File: src/rtl/pixel_write_buffer_pkg.sv
// Shared definitions for the painter-to-framebuffer write path: screen geometry
// widths, framebuffer address width, drain FSM encodings and the queued pixel record.
package pixel_write_buffer_pkg;

    localparam int SCR_WIDTH_BITS  = 8;
    localparam int SCR_HEIGHT_BITS = 7;
    localparam int COLOR_SIZE      = 3;
    localparam int FB_ADDR_BITS    = SCR_WIDTH_BITS + SCR_HEIGHT_BITS;

    typedef enum logic [1:0] {
        PWB_IDLE  = 2'd0,
        PWB_WRITE = 2'd1,
        PWB_CLEAR = 2'd2
    } pwb_state_e;

    typedef struct packed {
        logic [SCR_WIDTH_BITS-1:0]  x;
        logic [SCR_HEIGHT_BITS-1:0] y;
        logic [COLOR_SIZE-1:0]      color;
    } pixel_t;

    // Linear framebuffer address y*w + x, unsigned at full address width.
    function automatic logic [FB_ADDR_BITS-1:0] lin_addr(
        input logic [SCR_WIDTH_BITS-1:0]  x,
        input logic [SCR_HEIGHT_BITS-1:0] y,
        input int unsigned                w
    );
        return FB_ADDR_BITS'(y) * FB_ADDR_BITS'(w) + FB_ADDR_BITS'(x);
    endfunction

endpackage

File: src/rtl/pixel_write_buffer_fifo.sv
// Small synchronous pixel FIFO. A push while full is dropped unless a pop happens
// in the same cycle, in which case both take effect and the count is unchanged.
// The head is read combinationally so the drain FSM can pop straight into its
// output registers.
module pixel_fifo
    import pixel_write_buffer_pkg::*;
#(
    parameter int DEPTH = 8
) (
    input  logic                   Clck,
    input  logic                   Reset,
    input  logic                   push_i,
    input  logic                   pop_i,
    input  pixel_t                 din_i,
    output pixel_t                 dout_o,
    output logic                   full_o,
    output logic                   empty_o,
    output logic [$clog2(DEPTH):0] count_o
);

    localparam int PW = $clog2(DEPTH);

    pixel_t          mem_q [DEPTH];
    logic [PW-1:0]   wr_ptr_q;
    logic [PW-1:0]   rd_ptr_q;
    logic [PW:0]     count_q;
    logic            do_push;
    logic            do_pop;

    assign full_o  = (count_q == (PW+1)'(DEPTH));
    assign empty_o = (count_q == '0);
    assign count_o = count_q;
    assign dout_o  = mem_q[rd_ptr_q];
    assign do_pop  = pop_i && !empty_o;
    assign do_push = push_i && (!full_o || do_pop);

    // Storage array: written on accepted pushes, no reset needed for contents.
    always_ff @(posedge Clck) begin
        if (do_push) begin
            mem_q[wr_ptr_q] <= din_i;
        end
    end

    // Pointers wrap naturally at DEPTH (power of two); count tracks occupancy.
    always_ff @(posedge Clck) begin
        if (!Reset) begin
            wr_ptr_q <= '0;
            rd_ptr_q <= '0;
            count_q  <= '0;
        end else begin
            if (do_push) wr_ptr_q <= wr_ptr_q + 1'b1;
            if (do_pop)  rd_ptr_q <= rd_ptr_q + 1'b1;
            case ({do_push, do_pop})
                2'b10:   count_q <= count_q + 1'b1;
                2'b01:   count_q <= count_q - 1'b1;
                default: count_q <= count_q;
            endcase
        end
    end

endmodule

File: src/rtl/pixel_write_buffer.sv
// Captures each painted pixel on the rising edge of print_enable, clips it to the
// screen, queues it and drains it to the framebuffer with a valid/ready handshake.
// Define PIXEL_BUFFER_CLEAR_EN to sweep the whole screen with CLEAR_COLOR after reset.
module pixel_write_buffer
    import pixel_write_buffer_pkg::*;
#(
    parameter int SCR_W = 160,
    parameter int SCR_H = 120,
    parameter int DEPTH = 8
`ifdef PIXEL_BUFFER_CLEAR_EN
    ,
    parameter logic [COLOR_SIZE-1:0] CLEAR_COLOR = 3'b000
`endif
) (
    input  logic                       Clck,
    input  logic                       Reset,
    input  logic [SCR_WIDTH_BITS-1:0]  paint_x_co,
    input  logic [SCR_HEIGHT_BITS-1:0] paint_y_co,
    input  logic [COLOR_SIZE-1:0]      color,
    input  logic                       print_enable,
    input  logic                       fb_ready,
    output logic                       fb_we,
    output logic [SCR_WIDTH_BITS-1:0]  fb_x,
    output logic [SCR_HEIGHT_BITS-1:0] fb_y,
    output logic [FB_ADDR_BITS-1:0]    fb_addr,
    output logic [COLOR_SIZE-1:0]      fb_color,
    output logic                       busy,
    output logic                       overflow
);

    pwb_state_e                 state_q, state_d;
    logic                       pe_q;
    logic                       overflow_q;
    logic                       fb_we_q, fb_we_d;
    logic [SCR_WIDTH_BITS-1:0]  fb_x_q, fb_x_d;
    logic [SCR_HEIGHT_BITS-1:0] fb_y_q, fb_y_d;
    logic [FB_ADDR_BITS-1:0]    fb_addr_q, fb_addr_d;
    logic [COLOR_SIZE-1:0]      fb_color_q, fb_color_d;

    logic                       push_req;
    logic                       pop;
    logic                       fifo_full;
    logic                       fifo_empty;
    logic [$clog2(DEPTH):0]     fifo_count;
    pixel_t                     head;
    pixel_t                     in_pix;

    // Only the first cycle of a strobe pushes, and only on-screen pixels.
    assign push_req = print_enable && !pe_q
                   && (int'(paint_x_co) < SCR_W) && (int'(paint_y_co) < SCR_H);
    assign in_pix   = '{x: paint_x_co, y: paint_y_co, color: color};

    pixel_fifo #(.DEPTH(DEPTH)) u_fifo (
        .Clck    (Clck),
        .Reset   (Reset),
        .push_i  (push_req),
        .pop_i   (pop),
        .din_i   (in_pix),
        .dout_o  (head),
        .full_o  (fifo_full),
        .empty_o (fifo_empty),
        .count_o (fifo_count)
    );

    assign fb_we    = fb_we_q;
    assign fb_x     = fb_x_q;
    assign fb_y     = fb_y_q;
    assign fb_addr  = fb_addr_q;
    assign fb_color = fb_color_q;
    assign overflow = overflow_q;
    assign busy     = (fifo_count != '0) || fb_we_q || (state_q == PWB_CLEAR);

    // Drain FSM: pop into the output registers whenever the current write is
    // absent or being accepted, so a full FIFO streams out at one pixel per cycle.
    always_comb begin
        state_d    = state_q;
        pop        = 1'b0;
        fb_we_d    = fb_we_q;
        fb_x_d     = fb_x_q;
        fb_y_d     = fb_y_q;
        fb_addr_d  = fb_addr_q;
        fb_color_d = fb_color_q;
        case (state_q)
            PWB_IDLE: begin
                if (!fifo_empty) begin
                    pop        = 1'b1;
                    fb_we_d    = 1'b1;
                    fb_x_d     = head.x;
                    fb_y_d     = head.y;
                    fb_color_d = head.color;
                    fb_addr_d  = lin_addr(head.x, head.y, SCR_W);
                    state_d    = PWB_WRITE;
                end
            end
            PWB_WRITE: begin
                if (fb_ready) begin
                    if (!fifo_empty) begin
                        pop        = 1'b1;
                        fb_x_d     = head.x;
                        fb_y_d     = head.y;
                        fb_color_d = head.color;
                        fb_addr_d  = lin_addr(head.x, head.y, SCR_W);
                    end else begin
                        fb_we_d = 1'b0;
                        state_d = PWB_IDLE;
                    end
                end
            end
`ifdef PIXEL_BUFFER_CLEAR_EN
            PWB_CLEAR: begin
                if (!fb_we_q) begin
                    // First cycle after reset: present pixel (0,0).
                    fb_we_d    = 1'b1;
                    fb_x_d     = '0;
                    fb_y_d     = '0;
                    fb_addr_d  = '0;
                    fb_color_d = CLEAR_COLOR;
                end else if (fb_ready) begin
                    if (int'(fb_x_q) == SCR_W-1 && int'(fb_y_q) == SCR_H-1) begin
                        if (!fifo_empty) begin
                            pop        = 1'b1;
                            fb_x_d     = head.x;
                            fb_y_d     = head.y;
                            fb_color_d = head.color;
                            fb_addr_d  = lin_addr(head.x, head.y, SCR_W);
                            state_d    = PWB_WRITE;
                        end else begin
                            fb_we_d = 1'b0;
                            state_d = PWB_IDLE;
                        end
                    end else if (int'(fb_x_q) == SCR_W-1) begin
                        fb_x_d    = '0;
                        fb_y_d    = fb_y_q + 1'b1;
                        fb_addr_d = fb_addr_q + 1'b1;
                    end else begin
                        fb_x_d    = fb_x_q + 1'b1;
                        fb_addr_d = fb_addr_q + 1'b1;
                    end
                end
            end
`endif
            default: begin
                fb_we_d = 1'b0;
                state_d = PWB_IDLE;
            end
        endcase
    end

    // State, output registers, edge-detect register and sticky overflow flag.
    always_ff @(posedge Clck) begin
        if (!Reset) begin
`ifdef PIXEL_BUFFER_CLEAR_EN
            state_q <= PWB_CLEAR;
`else
            state_q <= PWB_IDLE;
`endif
            pe_q       <= 1'b0;
            overflow_q <= 1'b0;
            fb_we_q    <= 1'b0;
            fb_x_q     <= '0;
            fb_y_q     <= '0;
            fb_addr_q  <= '0;
            fb_color_q <= '0;
        end else begin
            state_q    <= state_d;
            pe_q       <= print_enable;
            fb_we_q    <= fb_we_d;
            fb_x_q     <= fb_x_d;
            fb_y_q     <= fb_y_d;
            fb_addr_q  <= fb_addr_d;
            fb_color_q <= fb_color_d;
            if (push_req && fifo_full && !pop) begin
                overflow_q <= 1'b1;
            end
        end
    end

endmodule

File: config.mk
export PLATFORM = sky130hd
export DESIGN_NAME = pixel_write_buffer
export DESIGN_NICKNAME = d
export VERILOG_FILES = /design/src/rtl/pixel_write_buffer_pkg.sv /design/src/rtl/pixel_write_buffer_fifo.sv /design/src/rtl/pixel_write_buffer.sv
export SDC_FILE = /design/constraint.sdc
export NUM_CORES = 1
export LEC_CHECK = 0
export CORE_ASPECT_RATIO = 0.9
export CORE_MARGIN = 10
export CORE_UTILIZATION = 49
export CTS_CLUSTER_DIAMETER = 30
export DETAILED_ROUTE_END_ITERATION = 8
export PLACE_DENSITY = 0.75
export SLEW_MARGIN = 10
export SYNTH_ARGS = -nofsm -noshare
export SYNTH_HDL_FRONTEND = slang
export SYNTH_HIERARCHICAL = 1
export SYNTH_SLANG_ARGS = --single-unit
File: constraint.sdc
create_clock -name Clck -period 5.8 [get_ports Clck]
set_input_delay 1.45 -clock Clck [delete_from_list [all_inputs] [get_ports Clck]]
set_output_delay 1.45 -clock Clck [all_outputs]
set_load 0.005 [all_outputs]
# Word-level counts from Yosys, hierarchy flattened
# Memories as Yosys holds them, arrays and structs flattened. A register that Yosys moved wholly into a read port is not among the register bits.
# Index checks and enable logic that the tools add are counted.
# W data, S select, Z words.
dict set report op_classes {
  n_mux 28
  n_reduce_logical 21
  bitwise_logic 0
  multipliers 1
  add_sub_neg 5
  shift 0
  eq_ne 8
  order_cmp 2
  div 0
}
# op count
set op_table {}
lappend op_table {{$mux W15} 2}
lappend op_table {{$pmux W15 S2} 1}
lappend op_table {{$mux W8} 2}
lappend op_table {{$pmux W8 S2} 1}
lappend op_table {{$add A15 B8 Y15} 1}
lappend op_table {{$mux W7} 2}
lappend op_table {{$pmux W7 S2} 1}
lappend op_table {{$mux W3} 4}
lappend op_table {{$mul A7 B3 Y10 const B} 1}
lappend op_table {{$lt A8 B8 Y1 const B} 1}
lappend op_table {{$pmux W4 S2} 1}
lappend op_table {{$logic_and A1 B1 Y1} 7}
lappend op_table {{$lt A7 B7 Y1 const B} 1}
lappend op_table {{$mux W1} 7}
lappend op_table {{$add A3 B1 Y3 const B} 2}
lappend op_table {{$mux W2} 3}
lappend op_table {{$ne A2 B2 Y1 const B} 3}
lappend op_table {{$pmux W3 S2} 1}
lappend op_table {{$add A4 B1 Y4 const B} 1}
lappend op_table {{$eq A2 B1 Y1 const B} 2}
lappend op_table {{$eq A2 B2 Y1 const B} 2}
lappend op_table {{$eq A4 B4 Y1 const B} 1}
lappend op_table {{$logic_not A1 Y1} 4}
lappend op_table {{$logic_not A4 Y1} 1}
lappend op_table {{other kinds (9)} 13}
dict set report word_totals {
  ram_bits 144
  memories 1
  latchBits 0
  reg_bits 48
  mem_bits_ro 0
  input_bits 22
}
# name words width read_ports rd_ports_with_merged_regs wr line_no
set memory_table {}
lappend memory_table {u_fifo.mem_q 8 18 1 1 1 pixel_write_buffer_fifo.sv:23} ;# pixel_t mem_q [DEPTH];

# Longest topological paths before layout
dict set report depth {
  ltp_word 9
  mapped_depth 15
  depth_no_buf 12
}

# Cells and area by module
# The synthesis kept the hierarchy.
# mod instances cells_per_inst area_per_inst_um2
set by_module_without_submodules {}
lappend by_module_without_submodules {pixel_fifo 1 291 6248.5}
lappend by_module_without_submodules {pixel_write_buffer 1 196 1640.3}

# Least setup slack after synthesis
# No wires, ideal clock.
dict set report synth_path {
  path_kind {input port to flip-flop}
  from {in fb_ready}
  to {mem u_fifo/mem_q[0][0] in the netlist's numbering, enable pin}
  cell_stages 8
  setup_slack_ns 0.963
  path_buffers 2
  setup_time_ns 0.439
  arrival_ns 4.398
  cell_sequence {nand2b_1 > nand2b_1 > clkbuf_1 > inv_2 > clkbuf_1 > nand2b_1 > o21ai_4 > nor4_1}
}
dict set report synth_between {
  elab_chain_cells 7
}
# item line_no
set synth_rtl {}
lappend synth_rtl {{from (decl)} pixel_write_buffer.sv:21} ;# input logic fb_ready,
lappend synth_rtl {{$mux W1} pixel_write_buffer.sv:96} ;# if (fb_ready) begin
lappend synth_rtl {{$pmux W1 S2} pixel_write_buffer.sv:83} ;# case (state_q)
lappend synth_rtl {{net pop} pixel_write_buffer.sv:41} ;# logic pop;
lappend synth_rtl {{$logic_and A1 B1 Y1} pixel_write_buffer_fifo.sv:34} ;# assign do_pop = pop_i && !empty_o;
lappend synth_rtl {{$logic_or A1 B1 Y1} pixel_write_buffer_fifo.sv:35} ;# assign do_push = push_i && (!full_o || do_pop);
lappend synth_rtl {{$logic_and A1 B1 Y1} pixel_write_buffer_fifo.sv:35}
lappend synth_rtl {{$mux W1} pixel_write_buffer_fifo.sv:39} ;# if (do_push) begin
lappend synth_rtl {{$mux W1 (not written as such)} pixel_write_buffer_fifo.sv:40} ;# mem_q[wr_ptr_q] <= din_i;
lappend synth_rtl {{to (decl)} pixel_write_buffer_fifo.sv:23}
# The timed path passes the listed nets, and every way through them passes these cells.

# Worst setup path after layout
dict set report layout_path {
  from {in paint_x_co[6]}
  to {reg u_fifo.count_q[3], in the netlist u_fifo/count_o[3]}
}
dict set report layout_between {
  elab_chain_cells 6
  elab_cells_between_ends 8
}
# item line_no
set layout_rtl {}
lappend layout_rtl {{from (decl)} pixel_write_buffer.sv:17} ;# input logic [SCR_WIDTH_BITS-1:0] paint_x_co,
lappend layout_rtl {{$lt A8 B8 Y1 (*)} pixel_write_buffer.sv:50} ;# && (int'(paint_x_co) < SCR_W) && (int'(paint_y_co) < SCR_H);
lappend layout_rtl {{$logic_and A1 B1 Y1 (*) (2 in a row)} pixel_write_buffer.sv:50}
lappend layout_rtl {{net push_req} pixel_write_buffer.sv:40} ;# logic push_req;
lappend layout_rtl {{$logic_and A1 B1 Y1 (*)} pixel_write_buffer_fifo.sv:35}
lappend layout_rtl {{$eq A2 B1 Y1 or $eq A2 B2 Y1 (tied branches)} pixel_write_buffer_fifo.sv:53} ;# case ({do_push, do_pop})
lappend layout_rtl {{$pmux W4 S2 or $reduce_bool A2 Y1 (tied branches)} -}
lappend layout_rtl {{to (signal assigned)} pixel_write_buffer_fifo.sv:54} ;# 2'b10: count_q <= count_q + 1'b1;
lappend layout_rtl {{to (signal assigned)} pixel_write_buffer_fifo.sv:55} ;# 2'b01: count_q <= count_q - 1'b1;
lappend layout_rtl {{to (signal assigned)} pixel_write_buffer_fifo.sv:56} ;# default: count_q <= count_q;
lappend layout_rtl {{to (decl)} pixel_write_buffer_fifo.sv:26} ;# logic [PW:0] count_q;
# Mark *: on every way through the listed nets, which the timed path passes. The rest lies on a longest branch.
# A chain may end at the register's enable or synchronous reset.

==> reports/qor.tcl <==
set qor(count_of_port_buffers_added_during_placement) 57
set qor(postSynthCellCount) 487
set qor(ioPinCount) 58
set qor(postRouteWirelength_um) 15480
set qor(distinct_cell_type_count_of_the_synthesized_netlist) 58
set qor(startpoint) {paint_x_co[6]}
set qor(sw_frac_of_total_pct) 30.49
set qor(chipHeight_um) 140.4
set qor(synth.yosys.seq_area_share_pct) 65.98
set qor(worst_setup_path_end_kind) {flip-flop}
set qor(start_util_pct) 50.56
set qor(power.internal_mw) 2.878
set qor(synth_top_flop_cell) {sky130_fd_sc_hd__edfxtp_1}
set qor(ys.warnings.count) 6
set qor(core_area_mm2) 0.01560
set qor(post-layout-total-power_mw) 4.141
set qor(clock_tree_root_buffer_cell) {sky130_fd_sc_hd__clkbuf_16}
set qor(worst_path_dominant_cell_family) {compound AO/OA/AOI/OAI gates}
set qor(cts-root-to-sink-buffers) 2
set qor(dr_total_vias) 4303
set qor(combinationalPowerShare_pct) 32.2
set qor(drcViolationCount) 0
set qor(ff2ff_setup_slack_ps) 1690
set qor(routed_len_inst_um) 20.29
set qor(reg2reg_depth) 9
set qor(synth-edff-count) 144
set qor(slew_headroom_pct) 33.08
set qor(grt_antenna_before_repair) 0
set qor(cts_tree) {yes}
set qor(fp-row-count) 43
set qor(dr.pass1.iters) 4
set qor(cts_inserted_buffers) 17
set qor(final_antenna_net_count) 0
set qor(grt.total_usage_pct) 14.63
set qor(layout_cell_share_with_drive_strength_beyond_1_pct) 15.15
set qor(clk_pin_slew_ps) 60
set qor(crit_type) {in -> reg}
set qor(dr.first_iter.drc_count) 272
set qor(max_freq_mhz) 238.3
set qor(pwr-share-clk_pct) 27.0
set qor(peakVddDrop_uv) 437.6
set qor(postSynthAreaPerCell_um2) 16.20
set qor(cts.repair_timing.setup_buffer_count) 0
set qor(critical_path.reg2reg.endpoint) {fb_addr[13]}
set qor(timing.critical_path.fanout_max) 9
set qor(required_ps) 6120
set qor(first_global_vias) 4395
set qor(grt_pass1_wl_um) 24720
set qor(async_reset_ff_share_pct) 0
set qor(grt-ovfl-total) 0
set qor(yosys_register_bits) 188
set qor(setup-violations-final) 0
set qor(nature_of_the_critical_path_startpoint) {input pin}
set qor(power.leakage_nw) 3.087
set qor(fin_setup_tns_ps) 0
set qor(synth_area_mm2) 0.007889
set qor(report.final.slew_viol_count) 0
set qor(drt-vias-per-instance) 5.640
set qor(cap_viol_max_count) 0
set qor(floorplan.die.width_um) 153.7
set qor(rsz0062_at_grt) {false}
set qor(num_antenna_cells) 0
set qor(syn-num-nets) 529
set qor(share_seq_of_total_power_pct) 40.7
set qor(cts.hold.buffers_added) 0
set qor(timing.final.crit_share_pct) 72.37
set qor(post-route-min-period_ps) 4197
set qor(cts_num_sinks) 188
set qor(worst-path-buf-inv) 3
set qor(pin_count_of_the_biggest_net_entering_global_routing) 41
set qor(fill_cells) 1174
set qor(critical_path_arrival_ps) 4520
set qor(cts.htree.levels) 4
set qor(design.die.area_mm2) 0.02158
set qor(switchingPower_mw) 1.263
set qor(routabilityCongestion) 0.7848
set qor(critical_path.cell_chain) {clkdlybuf4s50_1, o21ai_0, and4b_1, inv_1, nand2b_1, inv_1, ha_1, nand3_1, a211o_1, a32o_1, o21a_1}
set qor(timing_hold_violations_final) 0
set qor(critical-path-top-cell-by-count) {sky130_fd_sc_hd__inv_1}
set qor(outcome) {complete, no violations}
set qor(synthToLayoutAreaGrowth_pct) 17.19
set qor(finClkSkew_ps) 9.355
set qor(critPathSlowestCell) {sky130_fd_sc_hd__clkdlybuf4s50_1}
set qor(power-per-cell-area_mw_per_mm2) 447.9
set qor(path_depth) 11
set qor(cts.repair.resized) 0
set qor(worst_slew_pin_slew_ps) 1002
set qor(fin_nets) 590
set qor(place.detailed.hpwl_um) 10040
set qor(critical_path_capture_point) {u_fifo/count_o[3]}
set qor(worstHoldPathType) {reg -> reg}
set qor(crit_path_max_incr_delay_ps) 540
set qor(worst_skew_pair.late_latency_ps) 430
power by group through the flow:
stage               clock (mW)  sequential [mW]  combinational (mW)
floorplan                    0             1.67               0.972
global placement             0             1.71                1.32
detailed placement           0             1.72                1.34
CTS                       1.14             1.69                1.35
global route              1.19             1.71                1.48
finish                    1.12             1.69                1.34
kinds of logic after synthesis:
group	count (synthesis)	synth area share (%)
flip-flops	188	65.98
AND/OR/NAND/NOR	111	6.852
AO/OA/AOI/OAI	60	5.171
multiplexers	56	14.39
buffers and inverters	37	2.490
adder cells (fa/ha/maj)	20	3.458
XOR/XNOR	15	1.665
Yosys cell counts (3+ instances only):
cell type,n,area (um2)
sky130_fd_sc_hd__edfxtp_1,144,4324
sky130_fd_sc_hd__nand2_1,47,176.4
sky130_fd_sc_hd__dfxtp_1,44,880.8
sky130_fd_sc_hd__a21oi_1,27,135.1
sky130_fd_sc_hd__mux4_1,27,709.4
sky130_fd_sc_hd__nor2_1,25,93.84
sky130_fd_sc_hd__mux2_2,18,202.7
sky130_fd_sc_hd__ha_1,17,212.7
sky130_fd_sc_hd__xnor2_1,10,87.58
sky130_fd_sc_hd__clkbuf_1,9,33.78
sky130_fd_sc_hd__inv_1,9,33.78
sky130_fd_sc_hd__mux4_2,9,202.7
sky130_fd_sc_hd__nand2b_1,8,50.05
sky130_fd_sc_hd__nor3_1,6,30.03
sky130_fd_sc_hd__o21ai_0,6,30.03
sky130_fd_sc_hd__a211oi_1,5,37.54
sky130_fd_sc_hd__buf_4,5,37.54
sky130_fd_sc_hd__xor2_1,5,43.79
sky130_fd_sc_hd__buf_6,4,45.04
sky130_fd_sc_hd__clkbuf_2,4,20.02
sky130_fd_sc_hd__nand3_1,4,20.02
sky130_fd_sc_hd__and2_1,3,18.77
sky130_fd_sc_hd__buf_2,3,15.01
sky130_fd_sc_hd__fa_1,3,60.06
sky130_fd_sc_hd__nand4_1,3,18.77
sky130_fd_sc_hd__o31a_1,3,26.28
area by class of cell:
type,instances,area (um2),share of cell area [%]
Clock buffer,18,429.2,4.642
Inverter,10,37.54,0.4060
Tap cell,202,252.7,2.734
Clock inverter,14,145.1,1.570
Multi-Input combinational cell,262,2514,27.19
Timing Repair Buffer,69,660.6,7.146
Sequential cell,188,5206,56.31
worst reg2reg max path, delay by kind of cell (launching register included):
| family | cells | cell delay (ps) |
|---|---|---|
| flip-flops | 1 | 840 |
| AO/OA/AOI/OAI | 2 | 500 |
| multiplexers | 2 | 1040 |
| AND/OR/NAND/NOR | 1 | 440 |
| adder cells (fa/ha/maj) | 3 | 1010 |
| XOR/XNOR | 1 | 170 |
through the flow:
step / util, % / cell area, um2 / setup slack, ps / instances / hold WS, ps
global route: 59.25 / 9245 / 1467 / 763 / 479.3
finish: 59.25 / 9245 / 1603 / 763 / 453.9
global placement: 55.57 / 8671 / 1314 / 731 / 445.4
floorplan: - / 7889 / 962.9 / 487 / 448.2
detailed placement: 55.57 / 8671 / 1171 / 731 / 450.6
CTS: 59.25 / 9245 / 1645 / 763 / 457.8
layout by cell type (no fill, tap or decap), types with 4 or more instances in the layout:
cell type,count
sky130_fd_sc_hd__a211oi_1,5
sky130_fd_sc_hd__a21oi_1,27
sky130_fd_sc_hd__buf_4,12
sky130_fd_sc_hd__clkbuf_16,17
sky130_fd_sc_hd__clkdlybuf4s50_1,57
sky130_fd_sc_hd__clkinv_1,4
sky130_fd_sc_hd__dfxtp_1,43
sky130_fd_sc_hd__edfxtp_1,144
sky130_fd_sc_hd__ha_1,17
sky130_fd_sc_hd__inv_1,9
sky130_fd_sc_hd__mux2_2,18
sky130_fd_sc_hd__mux4_1,27
sky130_fd_sc_hd__mux4_2,9
sky130_fd_sc_hd__nand2_1,47
sky130_fd_sc_hd__nand2b_1,8
sky130_fd_sc_hd__nand3_1,4
sky130_fd_sc_hd__nor2_1,25
sky130_fd_sc_hd__nor3_2,4
sky130_fd_sc_hd__o21ai_0,6
sky130_fd_sc_hd__xnor2_1,10
sky130_fd_sc_hd__xor2_1,5
registers in the layout, summed over array words and instances (netlist names), named ones only:
signal           count
state_q              1
u_fifo/count_o       4
u_fifo/wr_ptr_q      3
fb_y                 7
fb_color             3
u_fifo/rd_ptr_q      3
fb_x                 3
u_fifo/mem_q       144
overflow             1
pe_q                 1
fb_addr             15
metal layers:
metal  vias to the layer above  track usage [%]  wire (um)
li1                       2002                -          -
met1                      2163            19.32       7127
met2                       118            21.72       6964
met3                        20            5.265       1105
met4                         0            5.415        287
met5                         -                0          0
worst min-delay path by stage:
| stage | start | to | cells past startpoint |
|---|---|---|---|
| detailed placement | fb_addr[8] | fb_addr[8] | 2 |
| global route | fb_addr[8] | fb_addr[8] | 2 |
| finish | fb_addr[8] | fb_addr[8] | 2 |
| CTS | fb_addr[8] | fb_addr[8] | 2 |
| floorplan | fb_addr[7] | fb_addr[7] | 2 |
| global placement | fb_y[3] | fb_y[3] | 2 |
No activity file was read; power rests on OpenSTA's default activity.
==> RTL edit: new RTL, same flow settings <==
Change the package constant `SCR_HEIGHT_BITS` from 7 to 14.
--- a/src/rtl/pixel_write_buffer_pkg.sv
+++ b/src/rtl/pixel_write_buffer_pkg.sv
@@ -4,5 +4,5 @@
 
     localparam int SCR_WIDTH_BITS  = 8;
-    localparam int SCR_HEIGHT_BITS = 7;
+    localparam int SCR_HEIGHT_BITS = 14;
     localparam int COLOR_SIZE      = 3;
     localparam int FB_ADDR_BITS    = SCR_WIDTH_BITS + SCR_HEIGHT_BITS;
Ports: changed (resized fb_addr, fb_y and paint_y_co); port bits go from 58 to 79. No check against the original RTL was run, so the function may have changed too.
==> RTL edit against the original RTL <==
- area after synthesis grew 44%
- routed wire length grew 60%
- final area is 50% higher
- worst setup slack lost 0.50 ns
- clock power up 120%
- sequential cell count increased by 70
- clock skew grew 0.019 ns
- power rose by 9.5%
- count of clock-buffer cells in the layout grew 29
- worst hold slack worse by 0.0025 ns
- critical path type is now reg -> reg
==> RTL edit: results (changes against the original RTL) <==
status=complete, no violations (unchanged); Critical R2R Capture=fb_addr[20]$_SDFFE_PN0P_ (was fb_addr[13]$_SDFFE_PN0P_); register area share after synthesis=63.0% (was 66.0%); footprint of the multi-input gates=3900 um^2 (was 2510 um^2); H-tree Lvls=2 (was 4); largest net degree at the start of global routing=58 (was 41); Routed WL per cell=21.5 um (was 20.3 um); maximum root-to-sink buffer count=3 (was 2); switching part of the total=20.6% (was 30.5%); Clock Buffer Count=47 (was 18); Filler cells=1651 (was 1174); CTS buffer count=41 (was 17); Mapped Nets=786 (was 529); max reg flops=200 (was 144); top cells by area, synth=edfxtp_1, mux4_1, dfxtp_1 (was edfxtp_1, dfxtp_1, mux4_1); PwrDens=327 nW/um^2 (was 448 nW/um^2); Yosys cell types=73 (was 58); Clock buf/inv share=10.4% (was 6.21%); Port Buf Inserts=78 (was 57); Non-CTS inverters=15 (was 10); Final nets=885 (was 590); layout cells sized above 1=17.2% (was 15.2%); Final Skew=0.0287 ns (was 0.00935 ns); worst setup path endpoint=fb_addr[20]$_SDFFE_PN0P_ (was u_fifo/count_o[3]$_SDFFE_PN0P_); Reg2Reg Depth=12 (was 9); crit path DAT=5.14 ns (was 4.52 ns); Buffers excl. clock=96 (was 69); Combinational Power Share=1.1% (was 32.2%); hold endpoint=fb_addr[10]$_SDFFE_PN0P_ (was fb_addr[8]$_SDFFE_PN0P_); Hold WS=0.451 ns (was 0.454 ns); global-route wire length before repair=38600 um (was 24700 um); Yosys top cell area share=52.8% (was 54.8%); FFs & Latches=258 (was 188); Reg area=7170 um^2 (was 5210 um^2); Critical Path Start Type=register (was primary input); worst hold start=fb_addr[10]$_SDFFE_PN0P_ (was fb_addr[8]$_SDFFE_PN0P_)
==> RTL edit: changes by cell type in the layout (fill, tap and decap cells not counted), moves of 6 or more <==
| cell | before | now |
|---|---|---|
| a21oi_1 | 27 | 44 |
| clkbuf_16 | 17 | 43 |
| clkdlybuf4s50_1 | 57 | 78 |
| dfxtp_1 | 43 | 56 |
| edfxtp_1 | 144 | 200 |
| ha_1 | 17 | 31 |
| inv_6 | 2 | 9 |
| mux2_2 | 18 | 25 |
| mux4_1 | 27 | 46 |
| nand2_1 | 47 | 71 |
| nor3_1 | 2 | 8 |
| o21ai_0 | 6 | 12 |
==> RTL edit: routing by layer <==
metal	GRT usage, %	share of wire [%]	up-vias	routed length, um
met5	0	0	-	0
met4	5.14	1.6	0	401
met2	26.2	46	198	11400
met3	4.11	6.9	40	1710
li1	-	-	3062	-
met1	22.0	45	3310	11200
==> RTL edit: through the flow <==
stage | utilization, % | worst slack, ns
2_1_floorplan | - | 0.530
3_3_place_gp | 54.7 | 1.21
3_5_place_dp | 54.7 | 1.13
4_1_cts | 61.1 | 1.13
5_1_grt | 61.1 | 0.820
6_report | 61.1 | 1.10
==> RTL edit: logic make-up (layout without fill, tap and decap cells) <==
group,Yosys count,in the layout,synth area share [%]
flip-flops,258,258,63.0
multiplexers,77,77,14.1
adder cells (fa/ha/maj),34,34,3.93
AND/OR/NAND/NOR,161,161,6.75
XOR/XNOR,25,25,1.92
AO/OA/AOI/OAI,113,113,7.24
buffers and inverters,55,186,3.13
==> RTL edit: worst max-delay path, stage by stage, from the launching register on <==
cell and delay, ns:
dfxtp_2 0.85, buf_4 0.43, mux4_1 0.62, mux2_2 0.33, ha_1 0.31, ha_1 0.45, a21o_1 0.22, a2111oi_0 0.46
o31ai_1 0.16, nand4_1 0.18, nand2_1 0.08, or3_1 0.35, a31oi_1 0.15
